<file path="src/rtl/prog_mem_loader.sv">
// Writable program memory with a word-serial valid/ready loader; fetch read stays combinational.
// Holds the CPU during a load and reports word count, additive checksum and done/error status.
module prog_mem_loader #(
  parameter int ADDR_W = 4,
  parameter int DATA_W = 8
) (
  input  logic                clk,
  input  logic                rst_n,
  input  logic [ADDR_W-1:0]   rd_addr,
  output logic [DATA_W-1:0]   rd_data,
  input  logic                ld_start,
  input  logic                ld_abort,
  input  logic                ld_valid,
  input  logic [DATA_W-1:0]   ld_data,
  input  logic                ld_last,
  output logic                ld_ready,
  output logic                cpu_hold,
  output logic [ADDR_W:0]     ld_count,
  output logic [DATA_W-1:0]   ld_csum,
  output logic                ld_done,
  output logic                ld_err
);

  localparam int DEPTH = 1 << ADDR_W;

  typedef enum logic [1:0] {IDLE, LOAD, FLUSH} state_t;

  state_t              state;
  state_t              state_nxt;
  logic [1:0]          rst_sync;
  logic                rst_int_n;
  logic [DATA_W-1:0]   mem [DEPTH];
  logic [ADDR_W-1:0]   wp;
  logic                full_load;
  logic                start_load;
  logic                wr_en;
  logic                set_done;
  logic                set_err;

  // Reset asserts asynchronously but releases on a clock edge.
  always_ff @(posedge clk or negedge rst_n) begin
    if (!rst_n) rst_sync <= 2'b00;
    else        rst_sync <= {rst_sync[0], 1'b1};
  end
  assign rst_int_n = rst_sync[1];

  always_ff @(posedge clk or negedge rst_int_n) begin
    if (!rst_int_n) state <= IDLE;
    else            state <= state_nxt;
  end

  always_comb begin
    state_nxt  = state;
    ld_ready   = 1'b0;
    cpu_hold   = 1'b0;
    start_load = 1'b0;
    wr_en      = 1'b0;
    set_done   = 1'b0;
    set_err    = 1'b0;
    case (state)
      IDLE: begin
        if (ld_start) begin
          state_nxt  = LOAD;
          start_load = 1'b1;
        end
      end
      LOAD: begin
        ld_ready = 1'b1;
        cpu_hold = 1'b1;
        // Abort takes priority: a word offered alongside it is discarded.
        if (ld_abort) begin
          state_nxt = FLUSH;
          set_err   = 1'b1;
        end else if (ld_valid) begin
          wr_en = 1'b1;
          if (ld_last || (&wp)) begin
            state_nxt = FLUSH;
            set_done  = 1'b1;
          end
        end
      end
      FLUSH: begin
        cpu_hold  = 1'b1;
        state_nxt = IDLE;
        if (ld_valid && full_load) set_err = 1'b1;
      end
      default: state_nxt = IDLE;
    endcase
  end

  always_ff @(posedge clk or negedge rst_int_n) begin
    if (!rst_int_n) begin
      for (int i = 0; i < DEPTH; i++) mem[i] <= '0;
      wp        <= '0;
      ld_count  <= '0;
      ld_csum   <= '0;
      ld_done   <= 1'b0;
      ld_err    <= 1'b0;
      full_load <= 1'b0;
    end else begin
      if (start_load) begin
        wp        <= '0;
        ld_count  <= '0;
        ld_csum   <= '0;
        ld_done   <= 1'b0;
        ld_err    <= 1'b0;
        full_load <= 1'b0;
      end
      if (wr_en) begin
        mem[wp]  <= ld_data;
        wp       <= wp + ADDR_W'(1);
        ld_count <= ld_count + (ADDR_W+1)'(1);
        ld_csum  <= ld_csum + ld_data;
        if (&wp) full_load <= 1'b1;
      end
      if (set_done) ld_done <= 1'b1;
      if (set_err)  ld_err  <= 1'b1;
    end
  end

  assign rd_data = cpu_hold ? '0 : mem[rd_addr];

endmodule

</file>
<file path="config.mk">
export PLATFORM = sky130hd
export DESIGN_NAME = prog_mem_loader
export DESIGN_NICKNAME = d
export VERILOG_FILES = /design/src/rtl/prog_mem_loader.sv
export SDC_FILE = /design/constraint.sdc
export NUM_CORES = 1
export LEC_CHECK = 0
export CAP_MARGIN = 20
export CORE_AREA = 4 4 117 119
export CTS_CLUSTER_SIZE = 20
export DETAILED_ROUTE_END_ITERATION = 7
export DIE_AREA = 0 0 121 123
export HOLD_SLACK_MARGIN = 0.03
export MAX_ROUTING_LAYER = met4
export PLACE_DENSITY = 0.81
export SETUP_SLACK_MARGIN = 0.1
export SYNTH_ARGS = -nofsm -noshare
export SYNTH_HDL_FRONTEND = slang
export SYNTH_SLANG_ARGS = --single-unit
</file>
<file path="constraint.sdc">
create_clock -name clk -period 7.1 [get_ports clk]
set_input_delay 1.775 -clock clk [delete_from_list [all_inputs] [get_ports clk]]
set_output_delay 1.775 -clock clk [all_outputs]
set_load 0.03 [all_outputs]
</file>
==> metrics.md, run 1 <==
| Metric | Value |
|---|---|
| Cts repair resizes | 0 |
| Power Dens Cells | 298.8 mW/mm² |
| Measured slew at the worst slew-check pin | 771.1 ps |
| # DRC | 0 |
| Pin count of the biggest net entering global routing | 91 |
| Remaining global-route overflow | 0 |
| Post-synth ARST share | 1.000 |
| Core area | 0.01257 mm² |
| Fmax achieved | 0.1746 GHz |
| Tot GR Track Use | 0.2428 |
| I/O Pins | 43 |
| Synthesis warning total | 0 |
| Wire per inst | 21.82 µm |
| Sum of negative setup slack | 0 ps |
| Routed Antenna Nets | 0 |
| Class of the worst hold path | reg -> reg |
| RSZ-0062 raised after global routing | no |
| Max Buffers Root-to-Sink | 2 |
| Slew Limit Fails | 0 |
| Hold path cells | 0 |
| Routed vias | 4357 |
| Synthesis-stage register bit count | 152 |
| Post-route insts no fill | 725 |
| Crit path launch type | primary input |
| Pleak | 4.268 nW |
| Tcrit/Tclk final | 0.8066 |
| Post-Place Cells | 692 |
| GRT met2 Usage | 0.3713 |
| Commonest cells after routing, fill and taps aside | dfrtp_1 (151), mux2_2 (121), clkdlybuf4s50_1 (41) |
| Antenna violations before repair | 0 |
| IO buf count | 42 |
| Clock slew at reported path FFs | 60 ps |
| Routed vias/inst | 6.010 |
| CP max FO | 32 |
| Headroom to the max-slew limit | 0.4859 |
| Total Die Area | 0.01488 mm² |
| Post-Route WL | 15.82 mm |
| Mean cell area of the mapped netlist | 14.82 µm² |
| Area Overhead vs Synth | 16.77% |
| Drt first pass iters | 4 |
| Mapped Area | 0.007410 mm² |
| Capturing element type of the critical path | output pin |
| Syn Nets | 535 |
| Sequential fraction of the synthesis area | 0.5133 |
| Initial core utilization | 0.5895 |
| Final Net Count | 575 |
| First-pass GRT wire length | 26.04 mm |
| Most common cell after layout, fill and taps aside | dfrtp_1 |
| Worst Path Arrival | 3950 ps |
| Count of final setup violators | 0 |
| Root buffer cell | clkbuf_16 |
| Final Hold Vio Count | 0 |
| N_diodes | 0 |
| DP Worst Slack | 1331 ps |
| Mapped Cells | 500 |
| Setup repair bufs after CTS | 0 |
| Total CTS buffers | 17 |
| Final period demand of the worst path | 5727 ps |
| RePlAce Congestion | 0.8597 |
| Starting DRT DRC Count | 313 |
| CTS Sinks | 152 |
| Grt met3 use | 0.06633 |
| Distinct cells, synth | 45 |
| Die X | 121 µm |
| Cts hold-fix bufs | 0 |
| Peak supply drop | 0.2231 mV |
| Global route hottest layer | met2 |
| Post-synth EDFFs | 0 |
| Vias in the first global route | 4710 |
| Cells on worst reg2reg path | 7 |
| Maximum capacitance violations | 0 |
| Clock skew | 6.172 ps |
| Share of layout cells above drive strength 1 | 0.3960 |
| DP HPWL | 10.10 mm |
| Met1 Use GR | 0.3222 |
| Row cnt | 41 |
| Die Y | 123 µm |
| CTS tree | done |
| Status | finished clean |
| Top_reg_cell synth | dfrtp_1 |
| # H-tree levels | 4 |
| Worst skew pair latency | 420 ps |
| Crit Path Class | in -> out |
| Req. time, crit path | 5330 ps |
| Fin util | 0.6884 |
| Fin worst setup slack | 1373 ps |
[logic make-up (layout without fill, tap and decap cells)]
family	count (synthesis)	after routing	share of synthesized area
muxes	176	176	0.3134
DFF	152	152	0.5133
and+or+nand+nor	64	64	0.07109
AOI/OAI and AO/OA	48	48	0.03968
buffers and inverters	34	87	0.02280
adders and majority gates	17	17	0.02972
xor gates and xnor gates	8	8	0.009457
other	1	1	0.0005061
[synthesized netlist by cell type, types with 2 or more instances]
library cell,number,area share
dfrtp_1,152,0.51
nor2_1,2,0.0010
buf_1,5,0.0025
nor2_4,4,0.0061
nand2_4,4,0.0061
nand3_2,2,0.0027
buf_8,2,0.0041
a21o_1,3,0.0030
ha_1,16,0.027
nand3_1,15,0.010
buf_2,3,0.0020
nand2b_1,4,0.0034
inv_1,8,0.0041
xnor2_1,2,0.0024
nand2_1,16,0.0081
o22ai_1,8,0.0068
xor2_1,6,0.0071
mux2_1,7,0.011
nor2_8,8,0.022
mux2_2,121,0.18
o21ai_0,19,0.013
mux2i_1,16,0.022
mux4_2,32,0.097
nand3_4,2,0.0047
a21oi_1,8,0.0054
a211oi_1,2,0.0020
clkbuf_1,12,0.0061
buf_4,4,0.0041
[power breakdown]
| group | internal, mW | switching [mW] |
|---|---|---|
| clock | 0.675 | 0.344 |
| sequential | 0.955 | 0.0680 |
| combinational | 0.237 | 0.305 |
| total | 1.87 | 0.718 |
[worst max-delay path: stages]
cell	delay (ps)
clkdlybuf4s50_1	460
buf_4	400
mux4_2	300
mux2i_1	70
o22ai_1	210
clkdlybuf4s50_1	710
[final timing paths]
| check | from | end | slack (ps) |
|---|---|---|---|
| setup reg to reg | state[1] | mem[56] | 4800 |
| hold reg to reg | rst_sync[0] | rst_sync[1] | 350 |
| min in group asynchronous | rst_sync[1] | mem[64] | 420 |
| max in group asynchronous | rst_n | rst_sync[1] | 5450 |
| setup / recovery | rd_addr[2] | rd_data[1] | 1370 |
| hold / removal | rst_sync[0] | rst_sync[1] | 350 |
[per-stage QoR]
stage	hold WS [ps]	area [µm²]	total power, mW
3_5_place_dp	338.1	7948	1.577
4_1_cts	351.0	8625	2.599
3_3_place_gp	336.7	7948	1.553
6_report	349.1	8652	2.585
2_1_floorplan	331.2	7410	1.404
5_1_grt	369.0	8652	2.693
[state kept, by name (all words and copies together) (netlist names)]
| register | cells |
|---|---|
| ld_err | 1 |
| full_load | 1 |
| ld_csum | 8 |
| state | 2 |
| ld_count | 5 |
| wp | 4 |
| mem | 128 |
| rst_sync | 2 |
| ld_done | 1 |
[per-layer routing]
layer,vias up,share of wire
met4,0,0.017
met1,2309,0.44
met5,-,0
met2,105,0.50
li1,1925,-
met3,18,0.050
[layout make-up]
type	count	area (µm²)
Clock inverter	13	224.0
Fill cell	836	3916
Clock buffer	19	452.9
Sequential cell	152	3807
Multi-Input combinational cell	314	3437
Timing Repair Buffer	47	485.5
Inverter	8	30.03
Tap cell	172	215.2
Note: power is estimated with default switching activity, not from simulation.
==> run 2, diff against run 1 <==
--- a/config.mk
+++ b/config.mk
@@ -6,13 +6,13 @@
 export NUM_CORES = 1
 export LEC_CHECK = 0
 export CAP_MARGIN = 20
-export CORE_AREA = 4 4 117 119
+export CORE_AREA = 4 4 123 125
 export CTS_CLUSTER_SIZE = 20
 export DETAILED_ROUTE_END_ITERATION = 7
-export DIE_AREA = 0 0 121 123
+export DIE_AREA = 0 0 127 129
 export HOLD_SLACK_MARGIN = 0.03
 export MAX_ROUTING_LAYER = met4
-export PLACE_DENSITY = 0.81
+export PLACE_DENSITY = 0.77
 export SETUP_SLACK_MARGIN = 0.1
 export SYNTH_ARGS = -nofsm -noshare
 export SYNTH_HDL_FRONTEND = slang
==> constraint.sdc (replaced) <==
create_clock -name clk -period 4.9 [get_ports clk]
set_input_delay 1.225 -clock clk [delete_from_list [all_inputs] [get_ports clk]]
set_output_delay 1.225 -clock clk [all_outputs]
set_load 0.03 [all_outputs]
==> metrics.md, run 2 (synthesis results as in run 1) <==
| Metric | Value |
|---|---|
| Crit path launch type | primary input |
| RSZ-0062 raised after global routing | no |
| Total CTS buffers | 17 |
| Post-Route WL | 16.02 mm |
| Measured slew at the worst slew-check pin | 944.7 ps |
| RePlAce Congestion | 0.8023 |
| CP Buf/Inv Count | 3 |
| Clock slew at reported path FFs | 70 ps |
| First-pass GRT wire length | 26.42 mm |
| Global route hottest layer | met2 |
| Final period demand of the worst path | 4238 ps |
| Crit path max-delay cell type | clkdlybuf4s50_1 |
| Setup repair bufs after CTS | 0 |
| Pin count of the biggest net entering global routing | 76 |
| Clock power share | 0.361 |
| I/O Pins | 43 |
| Worst skew pair latency | 430 ps |
| Die Y | 129 µm |
| Count of final setup violators | 0 |
| Core area | 0.01388 mm² |
| # H-tree levels | 4 |
| Cts repair resizes | 0 |
| Tot GR Track Use | 0.2210 |
| GRT met2 Usage | 0.3394 |
| P_int | 2.442 mW |
| DP Worst Slack | 634.6 ps |
| Starting DRT DRC Count | 256 |
| Peak supply drop | 0.3022 mV |
| Die X | 127 µm |
| Comb pwr share | 0.222 |
| Slew Limit Fails | 0 |
| Crit Path Class | in -> out |
| Req. time, crit path | 3670 ps |
| Vias in the first global route | 4823 |
| Routed vias/inst | 5.939 |
| Clock skew | 7.624 ps |
| # DRC | 0 |
| Maximum capacitance violations | 0 |
| Routed Antenna Nets | 0 |
| Top reg by flops | mem |
| Class of the worst hold path | reg -> reg |
| Regs by FF count | mem (128), ld_csum (8), ld_count (5) |
| Switching Share | 0.3111 |
| IO buf count | 42 |
| Area Overhead vs Synth | 15.11% |
| Routed vias | 4353 |
| Root buffer cell | clkbuf_16 |
| Capturing element type of the critical path | output pin |
| CTS tree | done |
| Largest stage delay on the critical path | 470 ps |
| Most common cell after layout, fill and taps aside | dfrtp_1 |
| Final Hold Vio Count | 0 |
| Total Die Area | 0.01638 mm² |
| Switching pwr | 1.103 mW |
| CP Cell Sequence | clkdlybuf4s50_1 > buf_4 > mux4_2 > mux2i_1 > o22ai_1 > buf_4 |
| Commonest cells after routing, fill and taps aside | dfrtp_1 (151), mux2_2 (121), clkdlybuf4s50_1 (33) |
| CTS Sinks | 152 |
| Antenna violations before repair | 0 |
| Row cnt | 43 |
| Fin worst setup slack | 662.3 ps |
| Grt met3 use | 0.05023 |
| Sequential Power Share | 0.417 |
| Remaining global-route overflow | 0 |
| Worst Path Arrival | 3010 ps |
| Tcrit/Tclk final | 0.8648 |
| Wire per inst | 21.85 µm |
| Initial core utilization | 0.5338 |
| Power Dens Cells | 415.7 mW/mm² |
| Most frequent CP cell | buf_4 |
| CP max FO | 32 |
| Met1 Use GR | 0.2948 |
| Share of layout cells above drive strength 1 | 0.4105 |
| DP HPWL | 10.13 mm |
| Largest register FFs | 128 |
| Final Net Count | 575 |
| Max Buffers Root-to-Sink | 2 |
| Power Total | 3.545 mW |
| Cts hold-fix bufs | 0 |
| N_diodes | 0 |
| Drt first pass iters | 4 |
| Status | finished clean |
| Cell family with most CP delay | buffers and inverters |
| Fmax achieved | 0.2360 GHz |
| Pleak | 4.233 nW |
| Headroom to the max-slew limit | 0.3702 |
| Sum of negative setup slack | 0 ps |
-- run 2: cell count changes in the layout (fill, tap and decap cells not counted) --
cell             previous run  this run
clkbuf_8                    2         0
inv_8                       0         3
clkinv_4                    1         5
buf_4                       3        12
clkinv_2                    4         0
buf_16                      1         0
inv_6                       0         5
bufinv_16                   6         1
clkdlybuf4s50_1            41        33
clkinvlp_4                  2         1
-- run 2: power groups by stage --
stage	Sequential, mW	Clock, mW	Combinational [mW]
3_3_place_gp	1.49	0	0.764
4_1_cts	1.48	1.30	0.793
5_1_grt	1.50	1.35	0.856
6_report	1.48	1.28	0.788
2_1_floorplan	1.56	0	0.479
3_5_place_dp	1.50	0	0.786
-- run 2: worst paths after layout --
kind / slack (ps) / end / start / cells after the start
min reg2reg: 360 / rst_sync[1] / rst_sync[0] / 0
min in group asynchronous: 480 / mem[25] / rst_sync[1] / 0
max: 660 / rd_data[0] / rd_addr[2] / 6
min: 360 / rst_sync[1] / rst_sync[0] / 0
max in group asynchronous: 3340 / mem[87] / rst_sync[1] / 1
max reg2reg: 2580 / mem[60] / state[1] / 7
-- run 2: per-stage QoR --
| stage | hold slack (ps) | util | cell area (µm²) | cells |
|---|---|---|---|---|
| CTS | 370.5 | 0.6145 | 8529 | 733 |
| global route | 385.9 | 0.6145 | 8529 | 733 |
| finish | 361.2 | 0.6145 | 8529 | 733 |
| global placement | 337.8 | 0.5724 | 7945 | 701 |
| detailed placement | 346.3 | 0.5724 | 7945 | 701 |
| floorplan | 331.2 | - | 7410 | 500 |
-- run 2: metal layers --
metal	vias up	part of all wire
met1	2300	0.45
met4	0	0.022
met3	24	0.039
li1	1933	-
met5	-	0
met2	96	0.49
-- run 2: area by class of cell --
class | count | area [µm²]
clock inverter | 15 | 158.9
inverter | 8 | 30.03
sequential | 152 | 3807
tap | 180 | 225.2
multi-input combinational | 314 | 3437
fill | 1057 | 5351
clock buffer | 17 | 425.4
timing repair buffer | 47 | 445.4
==> run 3, diff against run 2 <==
--- a/config.mk
+++ b/config.mk
@@ -6,10 +6,10 @@
 export NUM_CORES = 1
 export LEC_CHECK = 0
 export CAP_MARGIN = 20
-export CORE_AREA = 4 4 123 125
+export CORE_AREA = 4 4 101 151
 export CTS_CLUSTER_SIZE = 20
 export DETAILED_ROUTE_END_ITERATION = 7
-export DIE_AREA = 0 0 127 129
+export DIE_AREA = 0 0 105 155
 export HOLD_SLACK_MARGIN = 0.03
 export MAX_ROUTING_LAYER = met4
 export PLACE_DENSITY = 0.77
==> metrics.md, run 3 (synthesis results as in run 1) <==
| Metric | Value |
|---|---|
| Die Y | 155 µm |
| Max Buffers Root-to-Sink | 2 |
| Drt first pass iters | 4 |
| Final Net Count | 576 |
| Crit path launch type | primary input |
| Clock skew | 9.613 ps |
| Measured slew at the worst slew-check pin | 789.0 ps |
| Final period demand of the worst path | 4153 ps |
| Area Overhead vs Synth | 14.93% |
| Cell family with most CP delay | buffers and inverters |
| # H-tree levels | 4 |
| Peak supply drop | 0.3052 mV |
| Cts hold-fix bufs | 0 |
| Count of final setup violators | 0 |
| First-pass GRT wire length | 26.05 mm |
| CP Buf/Inv Count | 3 |
| Cts repair resizes | 0 |
| Pleak | 4.230 nW |
| Worst Path Arrival | 2930 ps |
| Total Die Area | 0.01628 mm² |
| Clock slew at reported path FFs | 60 ps |
| Status | finished clean |
| Req. time, crit path | 3670 ps |
| Headroom to the max-slew limit | 0.4723 |
| Antenna violations before repair | 0 |
| Most common cell after layout, fill and taps aside | dfrtp_1 |
| CTS tree | done |
| Routed vias | 4353 |
| # DRC | 0 |
| Regs by FF count | mem (128), ld_csum (8), ld_count (5) |
| Crit Path Class | in -> out |
| RSZ-0062 raised after global routing | no |
| CP max FO | 32 |
| Row cnt | 53 |
| Slew Limit Fails | 0 |
| Capturing element type of the critical path | output pin |
| Share of layout cells above drive strength 1 | 0.4116 |
| Class of the worst hold path | reg -> reg |
| Largest register FFs | 128 |
| N_diodes | 0 |
| Tcrit/Tclk final | 0.8475 |
| I/O Pins | 43 |
| Commonest cells after routing, fill and taps aside | dfrtp_1 (151), mux2_2 (121), clkdlybuf4s50_1 (33) |
| Routed Antenna Nets | 0 |
| CTS Sinks | 152 |
| Maximum capacitance violations | 0 |
| Sum of negative setup slack | 0 ps |
| Vias in the first global route | 4809 |
| CP Cell Sequence | clkdlybuf4s50_1 > buf_12 > mux4_2 > mux2i_1 > o22ai_1 > buf_4 |
| Initial core utilization | 0.5321 |
| Routed vias/inst | 6.054 |
| Post-Route WL | 16.05 mm |
| Root buffer cell | clkbuf_16 |
| Setup repair bufs after CTS | 0 |
| Remaining global-route overflow | 0 |
| RePlAce Congestion | 0.8240 |
| Core area | 0.01393 mm² |
| Top reg by flops | mem |
| Total CTS buffers | 17 |
| Pin count of the biggest net entering global routing | 56 |
| Crit path max-delay cell type | clkdlybuf4s50_1 |
| Fin util | 0.6115 |
| Power Dens Cells | 412.9 mW/mm² |
| IO buf count | 42 |
| Largest stage delay on the critical path | 520 ps |
| Worst skew pair latency | 420 ps |
| Final Hold Vio Count | 0 |
| Starting DRT DRC Count | 156 |
| Fmax achieved | 0.2408 GHz |
| Tot GR Track Use | 0.2170 |
| Wire per inst | 22.32 µm |
| DP HPWL | 10.63 mm |
| Die X | 105 µm |
[run 3: path summary, 6_finish.rpt]
kind | from | endpoint | slack (ps) | depth (start not counted)
worst max-delay path | rd_addr[2] | rd_data[7] | 750 | 6
worst min-delay path | rst_sync[0] | rst_sync[1] | 350 | 0
worst max register to register | state[1] | mem[57] | 2590 | 7
worst min register to register | rst_sync[0] | rst_sync[1] | 350 | 0
max in group asynchronous | rst_sync[1] | mem[23] | 3360 | 1
min in group asynchronous | rst_sync[1] | mem[126] | 390 | 0
[run 3: final cells by class]
| cell class | count | area (µm²) |
|---|---|---|
| Inverter | 8 | 30.03 |
| Tap cell | 165 | 206.4 |
| Sequential cell | 152 | 3807 |
| Timing Repair Buffer | 48 | 465.4 |
| Clock inverter | 15 | 143.9 |
| Fill cell | 1048 | 5410 |
| Multi-Input combinational cell | 314 | 3437 |
| Clock buffer | 17 | 425.4 |
[run 3: layer usage]
| layer | global-route usage | part of all wire |
|---|---|---|
| met5 | - | 0 |
| met4 | 0.07880 | 0.024 |
| met3 | 0.04110 | 0.026 |
| met2 | 0.3688 | 0.53 |
| met1 | 0.2590 | 0.42 |
[run 3: power by group]
group / internal (mW) / total, mW / switching (mW)
sequential: 1.38 / 1.48 / 0.100
clock: 0.709 / 1.25 / 0.540
combinational: 0.341 / 0.785 / 0.444
[run 3: worst register-to-register path, stage by stage, from the launching register on]
cell and delay, ps:
dfrtp_1 400, inv_1 110, ha_1 240, nor2b_4 190, and2_4 350, nand2_4 170
nor2_4 330, mux2_2 390
[run 3: through the flow]
step / total power, mW / instance area [µm²] / hold WS, ps / setup WS [ps] / instances
6_report: 3.516 / 8516 / 354.4 / 747.3 / 719
5_1_grt: 3.683 / 8516 / 380.7 / 687.8 / 719
2_1_floorplan: 2.035 / 7410 / 331.2 / 351.3 / 500
3_3_place_gp: 2.256 / 7946 / 340.7 / 725.5 / 687
3_5_place_dp: 2.293 / 7946 / 339.6 / 717.6 / 687
4_1_cts: 3.551 / 8516 / 359.3 / 720.0 / 719
